## src/rtl/bcd_display_scanner_pkg.sv

```systemverilog
// Shared constants, converter state encoding and helpers for the BCD display scanner.
package bcd_display_scanner_pkg;

  localparam int NUM_DIGITS = 4;
  localparam int VALUE_W    = 14;
  localparam int BCD_W      = 4 * NUM_DIGITS;

  localparam logic [VALUE_W-1:0] MAX_DISPLAY = 14'd9999;

  localparam logic [3:0] AN_ALL_OFF = 4'b1111;
  localparam logic [3:0] AN_DIGIT [NUM_DIGITS] = '{4'b1110, 4'b1101, 4'b1011, 4'b0111};

  typedef enum logic [1:0] {
    IDLE,
    SHIFT,
    DONE
  } conv_state_e;

  // Double-dabble correction: any BCD nibble of 5 or more gets +3 before the shift.
  function automatic logic [BCD_W-1:0] add3Correct(input logic [BCD_W-1:0] bcd);
    logic [BCD_W-1:0] res;
    res = bcd;
    for (int i = 0; i < NUM_DIGITS; i++) begin
      if (bcd[4*i +: 4] >= 4'd5) res[4*i +: 4] = bcd[4*i +: 4] + 4'd3;
    end
    return res;
  endfunction

endpackage

```

## src/rtl/bcd_display_scanner_conv.sv

```systemverilog
// Sequential binary-to-BCD converter, one shift-add-3 iteration per clock.
module bin_to_bcd_seq
  import bcd_display_scanner_pkg::*;
(
  input  logic               clk,
  input  logic               reset,
  input  logic               start,
  input  logic [VALUE_W-1:0] bin,
  output logic               busy,
  output logic               done,
  output logic [BCD_W-1:0]   bcd
);

  conv_state_e        state_q, state_d;
  logic [3:0]         bitCnt_q, bitCnt_d;
  logic [VALUE_W-1:0] bin_q, bin_d;
  logic [BCD_W-1:0]   bcd_q, bcd_d;
  logic [BCD_W-1:0]   bcdAdj;

  always_ff @(posedge clk) begin
    if (reset) begin
      state_q  <= IDLE;
      bitCnt_q <= '0;
      bin_q    <= '0;
      bcd_q    <= '0;
    end else begin
      state_q  <= state_d;
      bitCnt_q <= bitCnt_d;
      bin_q    <= bin_d;
      bcd_q    <= bcd_d;
    end
  end

  always_comb begin
    state_d  = state_q;
    bitCnt_d = bitCnt_q;
    bin_d    = bin_q;
    bcd_d    = bcd_q;
    bcdAdj   = add3Correct(bcd_q);
    case (state_q)
      IDLE: begin
        if (start) begin
          state_d  = SHIFT;
          bitCnt_d = 4'd13;
          bin_d    = bin;
          bcd_d    = '0;
        end
      end
      SHIFT: begin
        {bcd_d, bin_d} = {bcdAdj, bin_q} << 1;
        if (bitCnt_q == 4'd0) state_d = DONE;
        else bitCnt_d = bitCnt_q - 4'd1;
      end
      DONE:    state_d = IDLE;
      default: state_d = IDLE;
    endcase
  end

  // Busy rises one cycle after capture; the top blocks a second capture in that cycle itself.
  assign busy = ((state_q == SHIFT) && (bitCnt_q != 4'd13)) || (state_q == DONE);
  assign done = (state_q == DONE);
  assign bcd  = bcd_q;

endmodule

```

## src/rtl/bcd_display_scanner.sv

```systemverilog
// Four-digit multiplexed display driver: captures a binary value, converts it to BCD and scans it.
module bcd_display_scanner
  import bcd_display_scanner_pkg::*;
#(
  parameter int REFRESH_DIV = 100000,
  parameter bit BLANK_LZ    = 1'b1
) (
  input  logic               clk,
  input  logic               reset,
  input  logic [VALUE_W-1:0] value,
  input  logic               load,
  output logic [3:0]         LED_BCD,
  output logic [3:0]         AN,
  output logic               busy,
  output logic               overflow
);

  localparam int              PRE_W    = (REFRESH_DIV > 1) ? $clog2(REFRESH_DIV) : 1;
  localparam logic [PRE_W-1:0] PRE_LAST = PRE_W'(REFRESH_DIV - 1);

  logic               convBusy;
  logic               convDone;
  logic [BCD_W-1:0]   convBcd;
  logic               accept;
  logic [VALUE_W-1:0] satValue;

  logic               started_q;
  logic               overflow_q;
  logic [BCD_W-1:0]   digits_q;
  logic [PRE_W-1:0]   pre_q;
  logic [1:0]         idx_q;

  logic [1:0]         msd;
  logic               blank;

  assign accept   = load && !convBusy && !started_q;
  assign satValue = (value > MAX_DISPLAY) ? MAX_DISPLAY : value;

  bin_to_bcd_seq u_conv (
    .clk   (clk),
    .reset (reset),
    .start (accept),
    .bin   (satValue),
    .busy  (convBusy),
    .done  (convDone),
    .bcd   (convBcd)
  );

  always_ff @(posedge clk) begin
    if (reset) begin
      started_q  <= 1'b0;
      overflow_q <= 1'b0;
      digits_q   <= '0;
      pre_q      <= '0;
      idx_q      <= '0;
    end else begin
      started_q <= accept;
      if (accept) overflow_q <= (value > MAX_DISPLAY);
      if (convDone) digits_q <= convBcd;
      if (pre_q == PRE_LAST) begin
        pre_q <= '0;
        idx_q <= idx_q + 2'd1;
      end else begin
        pre_q <= pre_q + 1'b1;
      end
    end
  end

  // Blanked slots keep their full period; only the anode is suppressed, never digit 0.
  always_comb begin
    msd = 2'd0;
    for (int i = 1; i < NUM_DIGITS; i++) begin
      if (digits_q[4*i +: 4] != 4'd0) msd = 2'(i);
    end
    blank   = BLANK_LZ && (idx_q > msd);
    LED_BCD = digits_q[{idx_q, 2'b00} +: 4];
    AN      = blank ? AN_ALL_OFF : AN_DIGIT[idx_q];
  end

  assign busy     = convBusy;
  assign overflow = overflow_q;

endmodule
```

## config.mk

```make
export PLATFORM = sky130hd
export DESIGN_NAME = bcd_display_scanner
export DESIGN_NICKNAME = d
export VERILOG_FILES = /design/src/rtl/bcd_display_scanner_pkg.sv /design/src/rtl/bcd_display_scanner_conv.sv /design/src/rtl/bcd_display_scanner.sv
export SDC_FILE = /design/constraint.sdc
export NUM_CORES = 1
export LEC_CHECK = 0
export CAP_MARGIN = 20
export CORE_ASPECT_RATIO = 1.25
export CORE_MARGIN = 4
export CORE_UTILIZATION = 35
export CTS_CLUSTER_SIZE = 14
export DETAILED_ROUTE_END_ITERATION = 16
export RECOVER_POWER = 25
export SYNTH_ARGS = -nofsm -noshare
export SYNTH_HDL_FRONTEND = slang
export SYNTH_SLANG_ARGS = --single-unit
```

## constraint.sdc

```tcl
create_clock -name clk -period 2.5 [get_ports clk]
set_input_delay 0.5 -clock clk [delete_from_list [all_inputs] [get_ports clk]]
set_output_delay 0.5 -clock clk [all_outputs]
set_load 0.01 [all_outputs]
```

# Word level (Yosys, flattened, before mapping)
# Index checks and enable logic that the tools add are counted.
# op_classes
shifts	1
n_reduce_logical	16
div	0
eq_ne	7
n_mux	22
multipliers	0
n_lt_le_gt_ge	7
n_addsub	7
n_bitwise	1
# op_table
cell	n
two-way mux 4 bit	8
one-hot mux 16 bit (2 select lines)	1
two-way mux 14 bit	2
one-hot mux 14 bit (2 select lines)	1
adder 17 x 1 -> 17 bit (second input constant)	1
== test 17 bit (second input constant)	1
>= comparator 4 x 3 -> 1 bit (second input constant)	4
two-way mux 16 bit	1
indexed part select 16 x 5 -> 4 bit	1
> comparator 14 bit (second input constant)	1
adder 4 x 2 -> 4 bit (second input constant)	3
nonzero test 4 bit	3
binary-select mux 4 bit (select 2 bit)	1
two-way mux 2 bit	4
one-hot mux 4 bit (2 select lines)	1
logical NOT 4 bit	1
!= test 2 bit (second input constant)	2
!= test 4 bit (second input constant)	1
one-hot mux 2 bit (2 select lines)	1
AND reduction 2 bit	2
subtractor 4 x 1 -> 4 bit (second input constant)	1
adder 3 x 2 -> 3 bit (second input constant)	1
>= comparator 3 bit (second input constant)	1
logical AND 1 bit	3
other kinds (14)	15
# word_totals
mem_bits_ro	0
memories	0
latch_bits	0
ramBits	0
reg_bits	73
input_bits	17

# Logic depth before layout (Yosys ltp)
# Gate-level depths: netlist of the first run.
# logic_depth
depth_word	8
depth_mapped	7
ltp_nobuf	6

# Modules after synthesis
# Synthesis of the first run repeated with hierarchy kept, for this count alone.
# unflattened
cells_unflattened	400
hier_area_um2	3553.4
# modules_own_cells
module	seq_area_each_um2	cells_each	area_per_inst_um2	instances
bcd_display_scanner	740.7	196	1830.5	1
bin_to_bcd_seq	720.7	204	1722.9	1

# Worst setup path after synthesis of the first run
# No wires, ideal clock.
# synth_path
path_kind	flip-flop to output port
from	reg digits_q[13]
to	out AN[1]
arrival_ns	1.648
path_buffers	0
slack_ns	0.352
path_stages_with_launch	7
cell_sequence	dfxtp_1 > or4_1 > nor2_1 > ha_1 > nor2b_1 > o21ai_0 > nand2_1
# synth_via
elab_chain_len	4
# synth_lines
element	line_no	text
start, declared	bcd_display_scanner.sv:29	logic [BCD_W-1:0] digits_q;
start signal, assigned	bcd_display_scanner.sv:59	if (convDone) digits_q <= convBcd;
nonzero test 4 bit	bcd_display_scanner.sv:73	if (digits_q[4*i +: 4] != 4'd0) msd = 2'(i);
two-way mux 2 bit	bcd_display_scanner.sv:73	
> comparator 2 bit	bcd_display_scanner.sv:75	blank = BLANK_LZ && (idx_q > msd);
two-way mux 4 bit	bcd_display_scanner.sv:77	AN = blank ? AN_ALL_OFF : AN_DIGIT[idx_q];
end, declared	bcd_display_scanner.sv:13	output logic [3:0] AN,
# Every way passes these cells.

# Worst setup path after layout of the first run
# layout_path
from	reg digits_q[12]
to	out AN[2]
# Same word-level chain as after synthesis.

==> results of run 1 <==
[Yosys cell counts (all sizes together) (2+ instances only)]
master,count,area share [%]
mux2i,8,2.3
mux4,4,2.6
nand2,53,5.7
a21oi,32,4.6
or4,3,0.65
o21ai,16,2.3
a211oi,4,0.87
xor2,3,0.76
inv,18,1.9
or2,2,0.43
nand2b,8,1.4
a22o,9,2.3
nor2b,3,0.54
o21bai,2,0.43
a22oi,4,0.87
xnor2,18,4.5
ha,17,6.1
a311oi,3,0.76
nor4b,2,0.94
nor3b,2,0.43
nand3,10,1.8
nor2,40,4.3
dfxtp,73,42
buf,6,0.87
nor4bb,3,0.87
a31oi,3,0.54
clkbuf,12,1.3
o32a,2,0.58
o22ai,4,0.72
nor4,6,1.1
a21o,2,0.43
nand4,6,1.5
nor3,17,2.5
[worst max-delay path, stage by stage (launching register included)]
cell,delay [ns]
dfxtp_2,0.32
or4_4,0.53
nor2_2,0.12
ha_1,0.25
nor2b_4,0.14
o21ai_2,0.16
nand2_1,0.06
buf_2,0.14
[per-stage QoR]
step / setup slack (ns) / power [mW] / area [sq um]
after floorplan: 0.3519 / 1.490 / 3471
after global placement: -0.1471 / 1.587 / 3941
after detailed placement: -0.1613 / 1.593 / 3941
after CTS: -0.04022 / 2.874 / 4243
after global routing: -0.08909 / 2.971 / 4249
final: -0.03170 / 2.841 / 4249
[logic make-up (layout without fill, tap and decap cells)]
logic type,count (synthesis),count (layout),share of synthesized area (%)
DFF,73,73,42.11
AOI/OAI and AO/OA,83,83,14.82
buffers and inverters,36,78,4.109
adders and majority gates,17,17,6.128
xor gates and xnor gates,21,21,5.299
and+or+nand+nor,157,157,22.64
muxes,12,12,4.903
[placed cells by master (no fill, tap or decap), types with 4 or more instances in the layout]
cell / instances
a211oi_1: 4
a21oi_1: 32
a22o_1: 9
a22oi_1: 4
buf_4: 16
clkbuf_16: 9
clkdlybuf4s50_1: 22
dfxtp_1: 70
ha_1: 17
inv_1: 17
mux2i_1: 8
mux4_2: 4
nand2_1: 53
nand2b_1: 8
nand3_1: 9
nand4_1: 5
nor2_1: 39
nor3_1: 17
nor4_1: 6
o21ai_0: 12
o22ai_1: 4
xnor2_1: 18
[state kept, by name (all words and copies together), names as in the netlist]
signal,flops
idx_q,2
u_conv.bitCnt_q,4
u_conv.bin_q,14
overflow,1
u_conv.bcd,16
started_q,1
digits_q,16
pre_q,17
u_conv.state_q,2
[path summary, 6_finish.rpt]
kind | startpoint | to | slack, ns | cells after the start
max | digits_q[12] | AN[2] | -0.03 | 7
min | pre_q[0] | pre_q[0] | 0.46 | 1
max reg2reg | pre_q[0] | pre_q[13] | 0.66 | 5
min reg2reg | pre_q[0] | pre_q[0] | 0.46 | 1
[power groups by stage]
stage | Clock [mW] | Combinational (mW) | Sequential [mW]
after CTS | 1.30 | 0.308 | 1.26
final | 1.28 | 0.303 | 1.26
after detailed placement | 0 | 0.307 | 1.29
after floorplan | 0 | 0.215 | 1.27
after global placement | 0 | 0.302 | 1.28
after global routing | 1.36 | 0.342 | 1.27
[area by class of cell]
cell class                      instances  area, sq um  area share [%]
Clock buffer                           11        242.7           5.713
Clock inverter                          5        55.05           1.296
Inverter                               18        67.56           1.590
Multi-Input combinational cell        290         1888           44.43
Sequential cell                        73         1465           34.48
Tap cell                              126        157.7           3.710
Timing Repair Buffer                   44        372.9           8.775
[timing repair]
action,4_1_cts,5_1_grt
gates resized for setup,19,3
hold buffers,0,0
cloned,0,0
setup endpoints to repair,3,3
endpoints found under the hold margin,0,0
pin swaps,3,6
buffers inserted,0,1
[metal layers]
metal	vias to the layer above	part of all wire (%)
met1	1338	47
met3	12	3.9
met4	0	2.0
met2	57	47
met5	-	0
li1	1477	-
==> out/qor.yml, run 1 <==
timing:
  rsz0062_at_grt: "yes"
  hold_slack_ns: 0.4648
  maxSlewHeadroom_pct: 39.15
  post-route-period-util_pct: 101.3
  worst_pin_slew_ns: 0.9128
  fin_crit_ns: 2.532
  setup_ws_ns: -0.03170
  fin_worst_skew_ns: 0.006821
  maxSlewViolCount: 0
  setup_tns_ns: -0.09426
  fmax_mhz: 395.0
  setup_viol: 3
  finalHoldViolCount: 0
detailed_routing:
  post_drt_wl_per_cell_um: 12.94
  vias_per_cell: 5.086
  drtIter0Drc: 102
  num_vias: 2884
  drt-total-wl_um: 7337
  drc_errors: 0
  firstDrtPassIters: 4
  final_antenna_net_count: 0
power_and_ir_drop:
  p_switching_mw: 0.7005
  ir_worst_vdd_mv: 0.3161
  p_leak_nw: 1.549
  comb_power_share_pct: 10.7
  p_seq_share_pct: 44.4
  p_clk_share_pct: 44.9
  power.density_nw_per_um2: 668.6
  switching_share_pct: 24.66
  intPower_mw: 2.140
placed_design:
  port_buffers: 26
  dpl.cell_count: 550
  hpwl_um: 5168
  routabilityCongestion: 0.7936
logic_synthesis:
  synth.distinct_cells: 43
  synth_nets: 433
  synth_async_sr_flop_share_pct: 0
  syn-cell-area_sq_um: 3471
  synth_edf_count: 0
  ys_seq_area_share_pct: 42.11
  synthFlopType: "dfxtp_1"
  ys_seq_elements: 73
  yosys_warnings: 0
  syn_avg_cell_area_sq_um: 8.699
  synth_cells: 399
global_route:
  grt_max_degree: 21
  met2_usage_pct: 22.67
  antenna_found_initial: 0
  grt_first_pass_wirelength_um: 13070
  grt_remaining_overflow: 0
  met3_usage_pct: 2.812
  top_usage_layer: "met2"
  grt.total_usage_pct: 13.59
  gr-usage-met1_pct: 16.40
  grt_pass1_vias: 2850
floorplan:
  die_h_um: 119.3
  die_w_um: 97.07
  initial_core_util_pct: 35.93
  dieArea_sq_um: 11580
  ioPinCount: 27
  coreArea_sq_um: 9659
  fp-row-count: 40
clocking:
  numCtsBuffers: 9
  clock_latency_ns: 0.33
  clock_path_buffers: 2
  cts_max_level: 3
  cts_num_sinks: 73
  tritoncts: "built"
  root_buffer: "clkbuf_16"
  path_clk_slew_ns: 0.06
job:
  cap_violations: 0
layout:
  fin_cells: 567
  n_antenna_cell: 0
  final_nets: 470
  fin_util_pct: 43.99
  drive_gt1_share_pct: 11.79
  fillCellCount: 947
  area_growth_pct: 22.42
worst_setup_path:
  worstPathRequired_ns: 2.00
  crit_type: "reg2out"
  crit_fanout: 3
  cp-end-kind: "output port"
  cp_data_arrival_time_ns: 2.03
  critPathLaunchType: "flip-flop"
worst_hold_path:
  hp-class: "reg2reg"
outcome:
  status: "finished, violations left"
  violations: "negative setup slack"
(Power assumes the default switching activity.)
==> run 2, diff against run 1 <==
--- a/config.mk
+++ b/config.mk
@@ -14,4 +14,5 @@
 export RECOVER_POWER = 25
 export SYNTH_ARGS = -nofsm -noshare
 export SYNTH_HDL_FRONTEND = slang
+export SYNTH_HIERARCHICAL = 1
 export SYNTH_SLANG_ARGS = --single-unit
==> out/qor.yml, run 2 <==
outcome:
  status: "finished clean"
clocking:
  clock_path_buffers: 2
  clock_latency_ns: 0.32
  root_buffer: "clkbuf_16"
  numCtsBuffers: 9
  cts_num_sinks: 73
  cts_hold_buf: 0
  tritoncts: "built"
  cts_max_level: 3
  path_clk_slew_ns: 0.05
worst_setup_path:
  crit_type: "reg2out"
  path_cells: "or4_4 > nor2_4 > ha_4 > nor2b_4 > o21ai_2 > nand2_1 > buf_2"
  reg2reg_slack_ns: 0.26
  critPathLaunchType: "flip-flop"
  timing.rr.end: "u_conv/bcd[9]"
  crit-reg2reg-launch: "u_conv/bitCnt_q[1]"
  max_stage_delay_ns: 0.55
  r2r_cells: 11
  cp_data_arrival_time_ns: 1.98
  critPathSlowestCell: "or4_4"
  cp-end-kind: "output port"
  crit_fanout: 3
  worstPathRequired_ns: 2.00
timing:
  worst_pin_slew_ns: 1.173
  maxSlewViolCount: 0
  fin_crit_ns: 2.483
  setup_viol: 0
  fin_worst_skew_ns: 0.009728
  rsz0062_at_grt: "yes"
  fmax_mhz: 402.8
  finalHoldViolCount: 0
  post-route-period-util_pct: 99.31
  setup_ws_ns: 0.01714
  hold_slack_ns: 0.4755
  maxSlewHeadroom_pct: 21.77
logic_synthesis:
  ys_seq_elements: 73
  synthXorXnorAreaFrac_pct: 5.423
  yosys.area.top_type: "dfxtp_1"
  ys_seq_area_share_pct: 41.13
  synth_cells: 400
  synthMostInstantiatedCell: "dfxtp_1"
  syn_avg_cell_area_sq_um: 8.884
  syn-cell-area_sq_um: 3553
  synth_fa_ha_area_share_pct: 5.986
  yosys_warnings: 6
  yosysTopAreaCellShare_pct: 41.13
  synthFlopType: "dfxtp_1"
  synth-simple-area-share_pct: 23.94
  synth.distinct_cells: 43
  synth_nets: 434
  synth_async_sr_flop_share_pct: 0
  netlist_top_cells_area: "dfxtp_1 41%, nor2_1 6.7%, ha_1 6.0%"
  synth_top_family_by_area: "simple AND/OR/NAND/NOR gates"
  synth-compound-area-share_pct: 10.88
  muxShareOfSynthArea_pct: 8.451
  yosys-top-cells-count: "73 x dfxtp_1, 63 x nor2_1, 38 x nand2_1"
  synth_edf_count: 0
power_and_ir_drop:
  p_leak_nw: 1.605
  power.density_nw_per_um2: 677.7
  ir_worst_vdd_mv: 0.2790
floorplan:
  coreArea_sq_um: 9759
  initial_core_util_pct: 36.41
  ioPinCount: 27
  die_h_um: 120.7
  dieArea_sq_um: 11840
  die_w_um: 98.12
  fp-row-count: 40
layout:
  largest_reg_flops: 17
  layout_common_cells: "72 x dfxtp_1, 62 x nor2_1, 38 x nand2_1"
  fin_cells: 562
  drive_gt1_share_pct: 10.78
  fin_area_sq_um: 4278
  final_nets: 468
  area_growth_pct: 20.39
  regMostFlops: "pre_q"
  n_antenna_cell: 0
  layout_commonest_cell: "dfxtp_1"
detailed_routing:
  final_antenna_net_count: 0
  vias_per_cell: 5.094
  post_drt_wl_per_cell_um: 12.95
  drt-total-wl_um: 7280
  num_vias: 2863
  drc_errors: 0
  drtIter0Drc: 129
  firstDrtPassIters: 7
global_route:
  grt_pass1_vias: 2675
  antenna_found_initial: 0
  grt_first_pass_wirelength_um: 12360
  grt.total_usage_pct: 12.74
  grt_max_degree: 28
  grt_remaining_overflow: 0
worst_hold_path:
  holdCritStartpoint: "u_conv/bin_q[9]"
  hp-class: "reg2reg"
  hold_path_end: "u_conv/bin_q[10]"
  holdPathStages: 2
placed_design:
  hpwl_um: 5079
  dpl.cell_count: 549
  routabilityCongestion: 0.7436
  port_buffers: 26
  placed_area_sq_um: 4008
  dp_slack_ns: -0.1862
job:
  cap_violations: 0
==> run 2: changes by cell type after synthesis, sizes merged, moves of 6 or more <==
cell	change
a311oi	+10
nor3	-9
mux2i	+13
nor2	+24
o21ai	-7
nand2	-15
xor2	+6
a21oi	-22
==> run 2: metrics by stage <==
step | utilization, % | power [mW] | TNS, ns
5_1_grt | 43.83 | 3.049 | -0.1487
3_5_place_dp | 41.06 | 1.827 | -0.5476
2_1_floorplan | - | 1.674 | 0
3_3_place_gp | 41.06 | 1.812 | -0.4460
4_1_cts | 43.72 | 2.939 | -0.1209
6_report | 43.83 | 2.899 | 0
==> run 2: routing by layer <==
layer / global-route usage, % / wire length (um) / vias to the layer above / share of wire, %
met5: 0 / 0 / - / 0
met4: 4.935 / 104 / 0 / 1.4
met3: 3.462 / 231 / 9 / 3.2
met2: 21.51 / 3539 / 42 / 49
met1: 15.35 / 3404 / 1348 / 47
li1: - / - / 1464 / -
==> run 2: logic make-up after synthesis <==
family	count (synthesis)
AO/OA/AOI/OAI	54
adder cells (fa/ha/maj)	17
flip-flops	73
buffers and inverters	36
multiplexers	25
AND/OR/NAND/NOR	173
XOR/XNOR	22
==> run 2: critical path, delay by kind of cell, from the launching register on <==
family                   cells  cell delay, ns
AND/OR/NAND/NOR              4            0.87
adder cells (fa/ha/maj)      1            0.20
AO/OA/AOI/OAI                1            0.14
flip-flops                   1            0.31
buffers and inverters        1            0.13
==> run 2: cell type report <==
cell class | count | area, sq um
well taps | 126 | 157.7
clock inverters | 1 | 5.005
inverters | 16 | 60.06
clock buffers | 12 | 246.5
repair buffers | 43 | 364.1
fillers | 966 | 5482
flip-flops and latches | 73 | 1463
multi-input cells | 291 | 1982
==> run 2: what timing repair did <==
action                                  in CTS  in global routing
pin swaps                                    2                  4
gates resized for setup                     20                  2
endpoints found under the setup margin       3                  3
setup buffers                                0                  0
==> run 2: worst max path at each step <==
| stage | start | endpoint | slack (ns) | depth (start not counted) |
|---|---|---|---|---|
| after CTS | digits_q[8] | AN[3] | -0.04 | 7 |
| after floorplan | digits_q[15] | AN[1] | 0.35 | 6 |
| after detailed placement | digits_q[15] | AN[3] | -0.19 | 7 |
| after global placement | digits_q[8] | AN[1] | -0.15 | 7 |
| final | digits_q[12] | AN[3] | 0.02 | 7 |
| after global routing | digits_q[12] | AN[1] | -0.06 | 7 |
==> run 2: where the power goes <==
part / leakage [nW] / internal (mW) / switching (mW)
logic: 0.887 / 0.189 / 0.291
clock network: 0.124 / 0.679 / 0.422
registers: 0.594 / 1.26 / 0.0628
total: 1.61 / 2.12 / 0.776
